[config.mk]
export PLATFORM = sky130hd
export DESIGN_NAME = mult_div_unit
export DESIGN_NICKNAME = d
export VERILOG_FILES = /design/src/rtl/mult_div_unit.sv
export SDC_FILE = /design/constraint.sdc
export NUM_CORES = 1
export LEC_CHECK = 0
export CAP_MARGIN = 30
export CORE_ASPECT_RATIO = 2
export CORE_MARGIN = 3
export CORE_UTILIZATION = 53
export CTS_CLUSTER_DIAMETER = 40
export CTS_CLUSTER_SIZE = 25
export DETAILED_ROUTE_END_ITERATION = 8
export HOLD_SLACK_MARGIN = 0.15
export PLACE_DENSITY_LB_ADDON = 0.3
export SLEW_MARGIN = 20
export SYNTH_ARGS = -nofsm -noshare
export SYNTH_HDL_FRONTEND = slang
export SYNTH_SLANG_ARGS = --single-unit
[constraint.sdc]
create_clock -name clk -period 6.9 [get_ports clk]
set_input_delay 1.035 -clock clk [delete_from_list [all_inputs] [get_ports clk]]
set_output_delay 1.035 -clock clk [all_outputs]
set_load 0.01 [all_outputs]
[src/rtl/mult_div_unit.sv]
// rtl/mult_div_unit.sv - multi-cycle MULT/MULTU/DIV/DIVU unit with HI/LO registers
// Works on operand magnitudes for 32 cycles, then fixes up signs in a final SIGN cycle.
module mult_div_unit #(
  parameter int WIDTH = 32
) (
  input  logic             clk,
  input  logic             rst,
  input  logic             start,
  input  logic [1:0]       op,
  input  logic [WIDTH-1:0] op_a,
  input  logic [WIDTH-1:0] op_b,
  input  logic             hi_we,
  input  logic             lo_we,
  input  logic [WIDTH-1:0] wdata,
  output logic [WIDTH-1:0] hi,
  output logic [WIDTH-1:0] lo,
  output logic             busy,
  output logic             done,
  output logic             div_by_zero
);

  typedef enum logic [1:0] {IDLE, CALC, SIGN} state_t;

  localparam logic [5:0] LAST_ITER = 6'(WIDTH - 1);

  state_t             state;
  logic [5:0]         cnt;
  logic [2*WIDTH-1:0] acc;   // multiply: {partial product, multiplier}; divide: low half is dividend/quotient
  logic [WIDTH:0]     rem;
  logic [WIDTH-1:0]   opnd;  // multiplicand or divisor magnitude
  logic               is_div;
  logic               neg_res;
  logic               neg_rem;

  logic               a_neg, b_neg, div_zero;
  logic [WIDTH-1:0]   abs_a, abs_b;
  logic [WIDTH:0]     mul_sum;
  logic [WIDTH+1:0]   div_shift, div_diff;
  logic [2*WIDTH-1:0] prod_fix;
  logic [WIDTH-1:0]   quot_fix, rem_fix;

  always_comb begin
    a_neg     = op[0] & op_a[WIDTH-1];
    b_neg     = op[0] & op_b[WIDTH-1];
    abs_a     = a_neg ? -op_a : op_a;
    abs_b     = b_neg ? -op_b : op_b;
    div_zero  = op[1] && (op_b == '0);
    mul_sum   = {1'b0, acc[2*WIDTH-1:WIDTH]} + (acc[0] ? {1'b0, opnd} : {(WIDTH+1){1'b0}});
    // Restoring step: a borrow out of the top bit means the trial subtraction failed.
    div_shift = {rem, acc[WIDTH-1]};
    div_diff  = div_shift - {2'b00, opnd};
    prod_fix  = neg_res ? -acc : acc;
    quot_fix  = neg_res ? -acc[WIDTH-1:0] : acc[WIDTH-1:0];
    rem_fix   = neg_rem ? -rem[WIDTH-1:0] : rem[WIDTH-1:0];
  end

  always_ff @(posedge clk or posedge rst) begin
    if (rst) begin
      state       <= IDLE;
      cnt         <= '0;
      acc         <= '0;
      rem         <= '0;
      opnd        <= '0;
      is_div      <= 1'b0;
      neg_res     <= 1'b0;
      neg_rem     <= 1'b0;
      hi          <= '0;
      lo          <= '0;
      busy        <= 1'b0;
      done        <= 1'b0;
      div_by_zero <= 1'b0;
    end else begin
      done        <= 1'b0;
      div_by_zero <= 1'b0;
      case (state)
        IDLE: begin
          if (start) begin
            if (div_zero) begin
              done        <= 1'b1;
              div_by_zero <= 1'b1;
            end else begin
              opnd    <= op[1] ? abs_b : abs_a;
              acc     <= {{WIDTH{1'b0}}, (op[1] ? abs_a : abs_b)};
              rem     <= '0;
              is_div  <= op[1];
              neg_res <= a_neg ^ b_neg;
              neg_rem <= a_neg;
              cnt     <= '0;
              busy    <= 1'b1;
              state   <= CALC;
            end
          end else begin
            if (hi_we) hi <= wdata;
            if (lo_we) lo <= wdata;
          end
        end
        CALC: begin
          if (is_div) begin
            rem              <= div_diff[WIDTH+1] ? div_shift[WIDTH:0] : div_diff[WIDTH:0];
            acc[WIDTH-1:0]   <= {acc[WIDTH-2:0], ~div_diff[WIDTH+1]};
          end else begin
            acc <= {mul_sum, acc[WIDTH-1:1]};
          end
          cnt <= cnt + 6'd1;
          if (cnt == LAST_ITER) state <= SIGN;
        end
        SIGN: begin
          if (is_div) begin
            lo <= quot_fix;
            hi <= rem_fix;
          end else begin
            {hi, lo} <= prod_fix;
          end
          busy  <= 1'b0;
          done  <= 1'b1;
          state <= IDLE;
        end
        default: state <= IDLE;
      endcase
    end
  end

endmodule

==> impl_results.md, run 1 <==
* Port-buffer cells at 169
* Worst-path maximum fanout at 50
* Drt wl/cell at 22.46 um
* Register bit total from synthesis at 207
* Worst Setup Path Type: in2reg
* DR DRC count at 0
* RSZ-0062 raised after global routing: no
* VDD IR max at 0.0003249 V
* Clk buf depth at 3
* Worst-Skew Late Latency at 550 ps
* Boundary Pins at 170
* Crit path capture type: flip-flop
* YS warnings at 0
* Post-synthesis sequential area ratio at 31.28%
* Starting density of the core at 53.66%
* CTS tree: yes
* Pre-CTS setup slack at 1824 ps
* Vias in the first global route at 15,820
* Fmax at 219.5 MHz
* Design area at 19,380 sq um
* Core area at 30,860 sq um
* Post-DP Area at 18,480 sq um
* Synth area leader: dfrtp_1
* Post-CTS setup buffers at 0
* Clock buffer count from CTS at 23
* Hold Path Stages at 2
* Post-synth top area share at 31.28%
* Worst setup SP type: input port
* Synthesized area at 16,560 sq um
* # hold bufs at CTS at 0
* Main flop type after synthesis: dfrtp_1
* Final Hold Vio Count at 0
* Post-synth cell types at 79
* Worst setup margin at 2344 ps
* Antenna violations before repair at 0
* Die width at 131.0 um
* Worst min path class: reg2reg
* Final period util at 66.02%
* Syn Nets at 2,249
* Async S/R FF share, synth at 100.0%
* Post-CTS resize count at 0
* Least-Margin Pin Slew at 899.7 ps
* Final Skew at 26.75 ps
* Global Route Usage Sum at 34.48%
* Antenna Nets Post-Route at 0
* HPWL after detailed placement at 45.77 mm
* Count leader, synth: o21ai_0
* First-pass GRT wire length at 89.44 mm
* FF-to-FF path depth at 14
* DR iter-0 viols at 961
* Worst slew margin at 39.80%
* Final setup vio count at 0
* Row count at 91
* Largest net degree at the start of global routing at 122
* Placer Congestion at 1.059
* Synth area leaders: dfrtp_1, o21ai_0, xnor2_1
* Post-route non-filler standard cell count at 2,603
* Top post-synthesis cells by count: o21ai_0, dfrtp_1, nand2_1
* H-tree levels at 1
* WP data arrival at 4990 ps
* DIE HEIGHT at 256.0 um
* Final WL at 58.46 mm
* CP required at 7330 ps
* Sum of negative setup slack at 0 ps
* Post-synth EDFFs at 0
* DRT Pass-1 Iters at 8
* Layout fillers at 2,703
* P_leak at 7.820 nW
* Dpl cells at 2,558
* Ratio of cells with drive above 1 in the final layout at 4.714%
* Vias per inst at 6.235
* Via count at 16,230
* Nets at 2,342
* Status: completed
* Pwr dens at 489.7 nW/um^2
* Layout area overhead at 17.05%
* Mapped Avg Cell Area at 7.980 sq um
* Final Max Slew Viols at 0
* Clock sinks at 207
* Min Tclk post-route at 4556 ps
* Post-layout util at 62.81%
* Clk slew on worst S/H paths at 80 ps
* DIE AREA at 33,530 sq um
* Root buf cell: clkbuf_16
* N_diodes at 0
* Max-cap check violation count at 0
* Grt ovf at 0
* Post-Syn Instances at 2,075
## cell families (layout without fill, tap and decap cells)
family	after synthesis	after routing	synth area share (%)
xor+xnor	199	199	10.53
compound gates	646	646	23.36
mux	97	97	5.871
fa+ha+maj	71	71	5.456
simple gates	667	667	19.10
buf+inv	188	298	4.398
flops	207	207	31.28
## routing by layer
metal  wire, um  vias up  GRT usage [%]
li1           -     7653              -
met1      20240     7786          36.80
met2      30160      578          60.59
met3       2320      212          2.757
met4       5744        0          26.49
met5          0        -              0
## critical path: stages
cell,delay (ps)
clkdlybuf4s50_1,490
or4_1,610
or3_1,450
nor3_2,250
nand2_1,160
or4b_1,660
a21oi_1,230
or2_2,660
nor3_1,180
xnor2_1,200
nor2_1,50
## where the power goes
group          total, mW  internal, mW  switching [mW]
logic               5.57          2.39            3.18
registers           2.54          1.75           0.782
clock network       1.38         0.766           0.618
## final timing paths
check,startpoint,endpoint,slack (ps)
setup / recovery,op_b[7],cnt[5],2340
hold / removal,opnd[7],opnd[7],490
setup reg to reg,acc[0],acc[62],2560
hold reg to reg,opnd[7],opnd[7],490
max in group asynchronous,rst,rem[31],4450
min in group asynchronous,rst,hi[10],1030
## through the flow
step / hold WS, ps / power, mW
2_1_floorplan: 449.8 / 6.247
3_3_place_gp: 461.6 / 7.852
3_5_place_dp: 472.0 / 8.017
4_1_cts: 489.5 / 9.417
5_1_grt: 505.6 / 10.16
6_report: 486.2 / 9.491
## area by class of cell
type,instances,area [sq um],area share [%]
clock buffer,24,579.3,2.989
multi-input combinational,1680,10690,55.17
tap,418,523.0,2.699
clock inverter,18,269.0,1.388
inverter,66,255.2,1.317
timing repair buffer,190,1879,9.697
sequential,207,5182,26.74
## cells in the final DEF, fill, tap and decap left out, drive strengths merged, types with 69 or more instances in the layout
master         count
a21oi            163
clkdlybuf4s50    168
dfrtp            207
ha                69
inv               74
mux2i             96
nand2            204
nand3             95
nor2             188
o21ai            267
xnor2            125
xor2              74
## registers in the layout, indices dropped and copies added (netlist names)
name / count
neg_res: 1
opnd: 32
rem: 33
cnt: 6
hi: 32
acc: 64
neg_rem: 1
busy: 1
is_div: 1
div_by_zero: 1
state: 2
done: 1
lo: 32
(Power assumes the default switching activity.)
==> inputs of run 2 (changes only) <==
--- a/config.mk
+++ b/config.mk
@@ -8,7 +8,7 @@
 export CAP_MARGIN = 30
 export CORE_ASPECT_RATIO = 2
 export CORE_MARGIN = 3
-export CORE_UTILIZATION = 53
+export CORE_UTILIZATION = 59
 export CTS_CLUSTER_DIAMETER = 40
 export CTS_CLUSTER_SIZE = 25
 export DETAILED_ROUTE_END_ITERATION = 8
==> constraint.sdc (replaced) <==
create_clock -name clk -period 4.4 [get_ports clk]
set_input_delay 0.66 -clock clk [delete_from_list [all_inputs] [get_ports clk]]
set_output_delay 0.66 -clock clk [all_outputs]
set_load 0.01 [all_outputs]
==> run 2 against run 1 <==
Via count increased by 2.4%; die area shrank 9.8%; global-route usage grew 4.3 points; sequential power grew 57%; worst hold slack improved by 4.5 ps; routed wire length grew 3.0%; worst setup slack got worse by 2000 ps; count of clock-buffer cells in the layout shrank 1; clock skew is 4.3 ps lower; power rose by 59%; largest cell class unchanged.
==> impl_results.md, run 2 (same netlist as run 1, synthesis figures left out) <==
* Status: completed
* Int Power at 7.686 mW (+57%)
* Worst Setup Path Type: reg2reg
* Row count at 86 (-5.5%)
* Post-CTS setup buffers at 0 (unchanged)
* Layout area overhead at 17.57%
* CTS tree: yes
* Metal3 WL at 3.252 mm (+40%)
* Post-CTS resize count at 0 (unchanged)
* Port-buffer cells at 169 (unchanged)
* Final hold slack at 490.7 ps (+4.486 ps)
* CP Launch Point: acc[1]
* Top Registers: acc (64), rem (33)
* M1 WL at 19.43 mm (-4.0%)
* HPWL after detailed placement at 46.69 mm (+2.0%)
* DIE AREA at 30,230 sq um (-9.8%)
* Boundary Pins at 170 (unchanged)
* Placer Congestion at 1.013 (-4.3%)
* Via count at 16,630 (+2.4%)
* Core area at 27,650 sq um (-10%)
* Final WL at 60.21 mm (+3.0%)
* Nets at 2,357 (+0.64%)
* Grt ovf at 0 (unchanged)
* DR iter-0 viols at 1,358 (+41%)
* WP data arrival at 4440 ps (-550 ps)
* Worst min path class: reg2reg
* Reg power frac at 26.4% (-0.3 points)
* Most frequent cells in the layout: o21ai_0, dfrtp_1, nand2_1, nor2_1, clkdlybuf4s50_1
* Clock buffer count from CTS at 23 (unchanged)
* VDD IR max at 0.0003729 V (+15%)
* Least-Margin Pin Slew at 981.2 ps (+81.50 ps)
* Reg-to-Reg Start: acc[1]
* Global Route Usage Sum at 38.74% (+4.3 points)
* Die width at 124.5 um (-5.0%)
* DIE HEIGHT at 242.9 um (-5.1%)
* Metal2 WL at 30.69 mm (+1.8%)
* Commonest non-fill, non-tap cell in the layout: o21ai_0
* CP required at 4790 ps (-2540 ps)
* RSZ-0062 raised after global routing: no
* H-tree levels at 1 (unchanged)
* Worst-path maximum fanout at 5 (-90%)
* Switching Share at 49.13% (+0.83 points)
* Clk slew on worst S/H paths at 80 ps (about the same)
* Ratio of cells with drive above 1 in the final layout at 5.366% (+0.65 points)
* Final setup vio count at 0 (unchanged)
* Final period util at 91.98%
* Worst-Skew Late Latency at 560 ps (about the same)
* # hold bufs at CTS at 0 (unchanged)
* P_leak at 7.904 nW (+1.1%)
* Max-cap check violation count at 0 (unchanged)
* First-pass GRT wire length at 91.34 mm (+2.1%)
* Worst setup SP type: flip-flop
* Pwr dens at 776.2 nW/um^2 (+58%)
* Starting density of the core at 59.88% (+6.2 points)
* Final Max Slew Viols at 0 (unchanged)
* Comb power frac at 59.3% (+0.6 points)
* Final Skew at 22.41 ps (-4.337 ps)
* Largest net degree at the start of global routing at 118 (-3.3%)
* DR DRC count at 0 (unchanged)
* N_diodes at 0 (unchanged)
* Top sig layer: met4
* Largest Register: acc
* Post-layout util at 70.40% (+7.6 points)
* Clock share of power at 14.3% (-0.3 points)
* Clk buf depth at 3 (unchanged)
* DRT Pass-1 Iters at 6 (-2)
* Fmax at 247.1 MHz
* Vias in the first global route at 16,260 (+2.8%)
* Min Tclk post-route at 4047 ps
* Antenna violations before repair at 0 (unchanged)
* Antenna Nets Post-Route at 0 (unchanged)
* Worst slew margin at 34.34% (-5.5 points)
* Largest register FFs at 64 (unchanged)
* Crit path capture type: flip-flop
* Clock sinks at 207 (unchanged)
* Root buf cell: clkbuf_16
* Min-delay src: opnd[24]
* Sum of negative setup slack at 0 ps (unchanged)
* Drt wl/cell at 23.60 um (+5.1%)
* Vias per inst at 6.517 (+4.5%)
* Final Hold Vio Count at 0 (unchanged)
* Net switching power at 7.424 mW (+62%)
==> run 2: cell types whose count changed in the layout (fill, tap and decap cells not counted), moves of 2 or more <==
cell        previous run  this run
buf_4                 19        28
buf_12                 2         8
inv_8                  4         0
inv_12                 2         5
clkinv_8               4         2
clkinvlp_4             1         3
==> run 2: final cells by class <==
| class | count | area [sq um] |
|---|---|---|
| sequential | 207 | 5182 |
| timing repair buffer | 205 | 2067 |
| tap | 352 | 440.4 |
| fill | 2253 | 8187 |
| inverter | 66 | 251.5 |
| multi-input combinational | 1680 | 10690 |
| clock inverter | 18 | 257.7 |
| clock buffer | 23 | 575.6 |
==> run 2: final timing paths <==
path	cells after the start	end	slack, ps
max	11	hi[26]	350
min in group asynchronous	3	hi[28]	600
max in group asynchronous	3	rem[21]	3230
min reg2reg	2	opnd[24]	490
max reg2reg	11	hi[26]	350
min	2	opnd[24]	490
==> run 2: stage by stage <==
stage	total power, mW	setup slack [ps]	instance area [sq um]	std cells
5_1_grt	16.07	180.6	19470	2551
6_report	15.11	352.9	19470	2551
4_1_cts	14.91	384.3	19430	2549
2_1_floorplan	9.797	749.1	16560	2075
3_3_place_gp	12.43	370.1	18600	2508
3_5_place_dp	12.73	276.5	18600	2508
==> run 2: power by group through the flow <==
stage,clock network (mW),registers [mW],logic (mW)
4_1_cts,2.15,3.96,8.80
3_3_place_gp,0,3.94,8.49
6_report,2.16,3.99,8.96
5_1_grt,2.23,4.07,9.77
3_5_place_dp,0,3.99,8.74
2_1_floorplan,0,3.54,6.26
==> run 2: metal layers <==
| layer | GRT usage, % | up-vias |
|---|---|---|
| met5 | 0 | - |
| met4 | 35.18 | 0 |
| met3 | 4.382 | 271 |
| met2 | 69.40 | 757 |
| met1 | 38.50 | 7916 |
| li1 | - | 7681 |
==> run 2: worst max-delay path, stage by stage, from the launching register on <==
cell and delay, ps:
dfrtp_1 500, inv_1 280, ha_1 270, or4b_2 630, nand2b_1 270, nor4_4 390
nand3_2 220, or3b_4 460, or3_4 380, o21ai_0 220, xor2_1 150, o21ai_0 100
==> inputs of run 3 (changes only) <==
==> constraint.sdc (replaced) <==
create_clock -name clk -period 4.4 [get_ports clk]
set_input_delay 0.44 -clock clk [delete_from_list [all_inputs] [get_ports clk]]
set_output_delay 0.44 -clock clk [all_outputs]
set_load 0.01 [all_outputs]
==> run 3 against run 2 <==
Sequential power hardly changed; critical path type unchanged; register-to-register slack better by 200 ps; die area did not move; count of clock-buffer cells in the layout is the same.
==> impl_results.md, run 3 (same netlist as run 1, synthesis figures left out) <==
* Metal2 WL at 30.19 mm (-1.6%)
* Worst Setup Path Type: reg2reg
* Drt wl/cell at 23.25 um (-1.5%)
* First-pass GRT wire length at 90.20 mm (-1.3%)
* Max-cap check violation count at 0 (unchanged)
* Vias per inst at 6.549 (+0.49%)
* Final period util at 87.50% (-4.5 points)
* Starting density of the core at 59.88% (unchanged)
* CTS tree: yes
* DR DRC count at 0 (unchanged)
* Final WL at 59.32 mm (-1.5%)
* Grt ovf at 0 (unchanged)
* Pwr dens at 773.7 nW/um^2 (-0.32%)
* Vias in the first global route at 16,390 (+0.78%)
* Via count at 16,710 (+0.49%)
* Clock sinks at 207 (unchanged)
* Top Registers: acc (64), rem (33)
* VDD IR max at 0.0004234 V (+14%)
* Antenna violations before repair at 1 (+1)
* Clk buf depth at 3 (unchanged)
* Antenna Nets Post-Route at 0 (unchanged)
* Post-layout util at 70.12% (-0.28 points)
* DIE HEIGHT at 242.9 um (unchanged)
* # hold bufs at CTS at 0 (unchanged)
* Post-CTS resize count at 0 (unchanged)
* Global Route Usage Sum at 37.88% (-0.86 points)
* R2R Path End: hi[30]
* FF-to-FF path depth at 12 (+1)
* Final Hold Vio Count at 0 (unchanged)
* Multi-input logic area at 10,690 sq um (unchanged)
* Final setup vio count at 0 (unchanged)
* Worst slew margin at 33.35% (-0.99 points)
* Die width at 124.5 um (unchanged)
* H-tree levels at 1 (unchanged)
* Worst-path maximum fanout at 5 (unchanged)
* Metal3 WL at 3.059 mm (-5.9%)
* DIE AREA at 30,230 sq um (unchanged)
* Worst setup SP type: flip-flop
* Min Tclk post-route at 3850 ps (-197.1 ps)
* WP data arrival at 4250 ps (-190 ps)
* Largest register FFs at 64 (unchanged)
* CP required at 4800 ps (about the same)
* M1 WL at 18.89 mm (-2.7%)
* Post-route non-filler standard cell count at 2,551 (unchanged)
* Reg-to-Reg Start: acc[1]
* Row count at 86 (unchanged)
* Layout fillers at 2,207 (-2.0%)
* RSZ-0062 raised after global routing: no
* Nets at 2,358 (+0.042%)
* Status: completed
* N_diodes at 0 (unchanged)
* Boundary Pins at 170 (unchanged)
* DR iter-0 viols at 1,364 (+0.44%)
* Root buf cell: clkbuf_16
* Least-Margin Pin Slew at 996.0 ps (+14.79 ps)
* HPWL after detailed placement at 46.62 mm (-0.15%)
* Total power at 15.00 mW (-0.72%)
* DRT Pass-1 Iters at 6 (unchanged)
* Core area at 27,650 sq um (unchanged)
* Largest Register: acc
* Final Skew at 33.74 ps (+11.32 ps)
* Dpl cells at 2,510 (+0.080%)
* Top sig layer: met5
* Placer Congestion at 1.026 (+1.3%)
* P_leak at 7.880 nW (-0.30%)
* Ratio of cells with drive above 1 in the final layout at 5.366% (unchanged)
* Fmax at 259.7 MHz (+5.1%)
* Register area at 5182 sq um (unchanged)
* Layout area overhead at 17.10%
* Crit path capture type: flip-flop
* Worst min path class: in2async
* Clock buffer count from CTS at 22 (-4.3%)
* Commonest non-fill, non-tap cell in the layout: o21ai_0
* Clk slew on worst S/H paths at 70 ps (about the same)
* Port-buffer cells at 169 (unchanged)
* Worst-Skew Late Latency at 550 ps (about the same)
* Final Max Slew Viols at 0 (unchanged)
* R2R setup slack at 550 ps (+200 ps)
* Post-CTS setup buffers at 0 (unchanged)
* Largest net degree at the start of global routing at 118 (unchanged)
* Sum of negative setup slack at 0 ps (unchanged)
* Most frequent cells in the layout: o21ai_0, dfrtp_1, nand2_1, nor2_1, clkdlybuf4s50_1
run 3: changes by cell type in the layout (fill, tap and decap cells not counted), moves of 3 or more:
cell / change
inv_6: -3
clkinv_8: +3
inv_12: -3
buf_4: +4
run 3: worst max-delay path by stage:
stage | cells after the start | to | slack (ps) | start
2_1_floorplan | 13 | hi[26] | 750 | acc[0]
3_3_place_gp | 11 | acc[19] | 430 | op_b[7]
3_5_place_dp | 11 | acc[19] | 380 | op_b[7]
4_1_cts | 12 | hi[30] | 580 | acc[1]
5_1_grt | 14 | acc[63] | 320 | acc[0]
6_report | 12 | hi[30] | 550 | acc[1]
run 3: metal layers:
metal  vias to the layer above  track usage (%)
met5                         -                0
met1                      7926            36.38
li1                       7676                -
met3                       328            4.360
met4                         2            35.51
met2                       775            68.69
run 3: layout make-up:
cell class	count	area share [%]
Inverter	66	1.297
Timing Repair Buffer	207	10.61
Sequential cell	207	26.73
Clock buffer	23	2.910
Multi-Input combinational cell	1680	55.15
Clock inverter	16	1.039
Tap cell	352	2.271
run 3: through the flow:
| step | instance area, sq um | hold WS (ps) | worst slack (ps) |
|---|---|---|---|
| global route | 19390 | 268.1 | 320.7 |
| floorplan | 16560 | 449.8 | 749.1 |
| global placement | 18590 | 462.8 | 425.2 |
| finish | 19390 | 225.0 | 550.0 |
| detailed placement | 18590 | 467.1 | 377.3 |
| CTS | 19350 | 235.9 | 581.0 |
run 3: critical path: stages, from the launching register on:
cell	delay (ps)
dfrtp_1	460
inv_1	190
ha_1	240
or4b_2	650
nand2b_1	280
nor4_4	380
nand3_2	200
or3b_4	450
or3_4	370
nor2_1	200
nor3_1	70
a21oi_1	120
o21ai_0	90
run 3: power breakdown:
| group | switching (mW) | internal, mW |
|---|---|---|
| registers | 1.21 | 2.75 |
| clock network | 0.962 | 1.01 |
| logic | 5.27 | 3.80 |
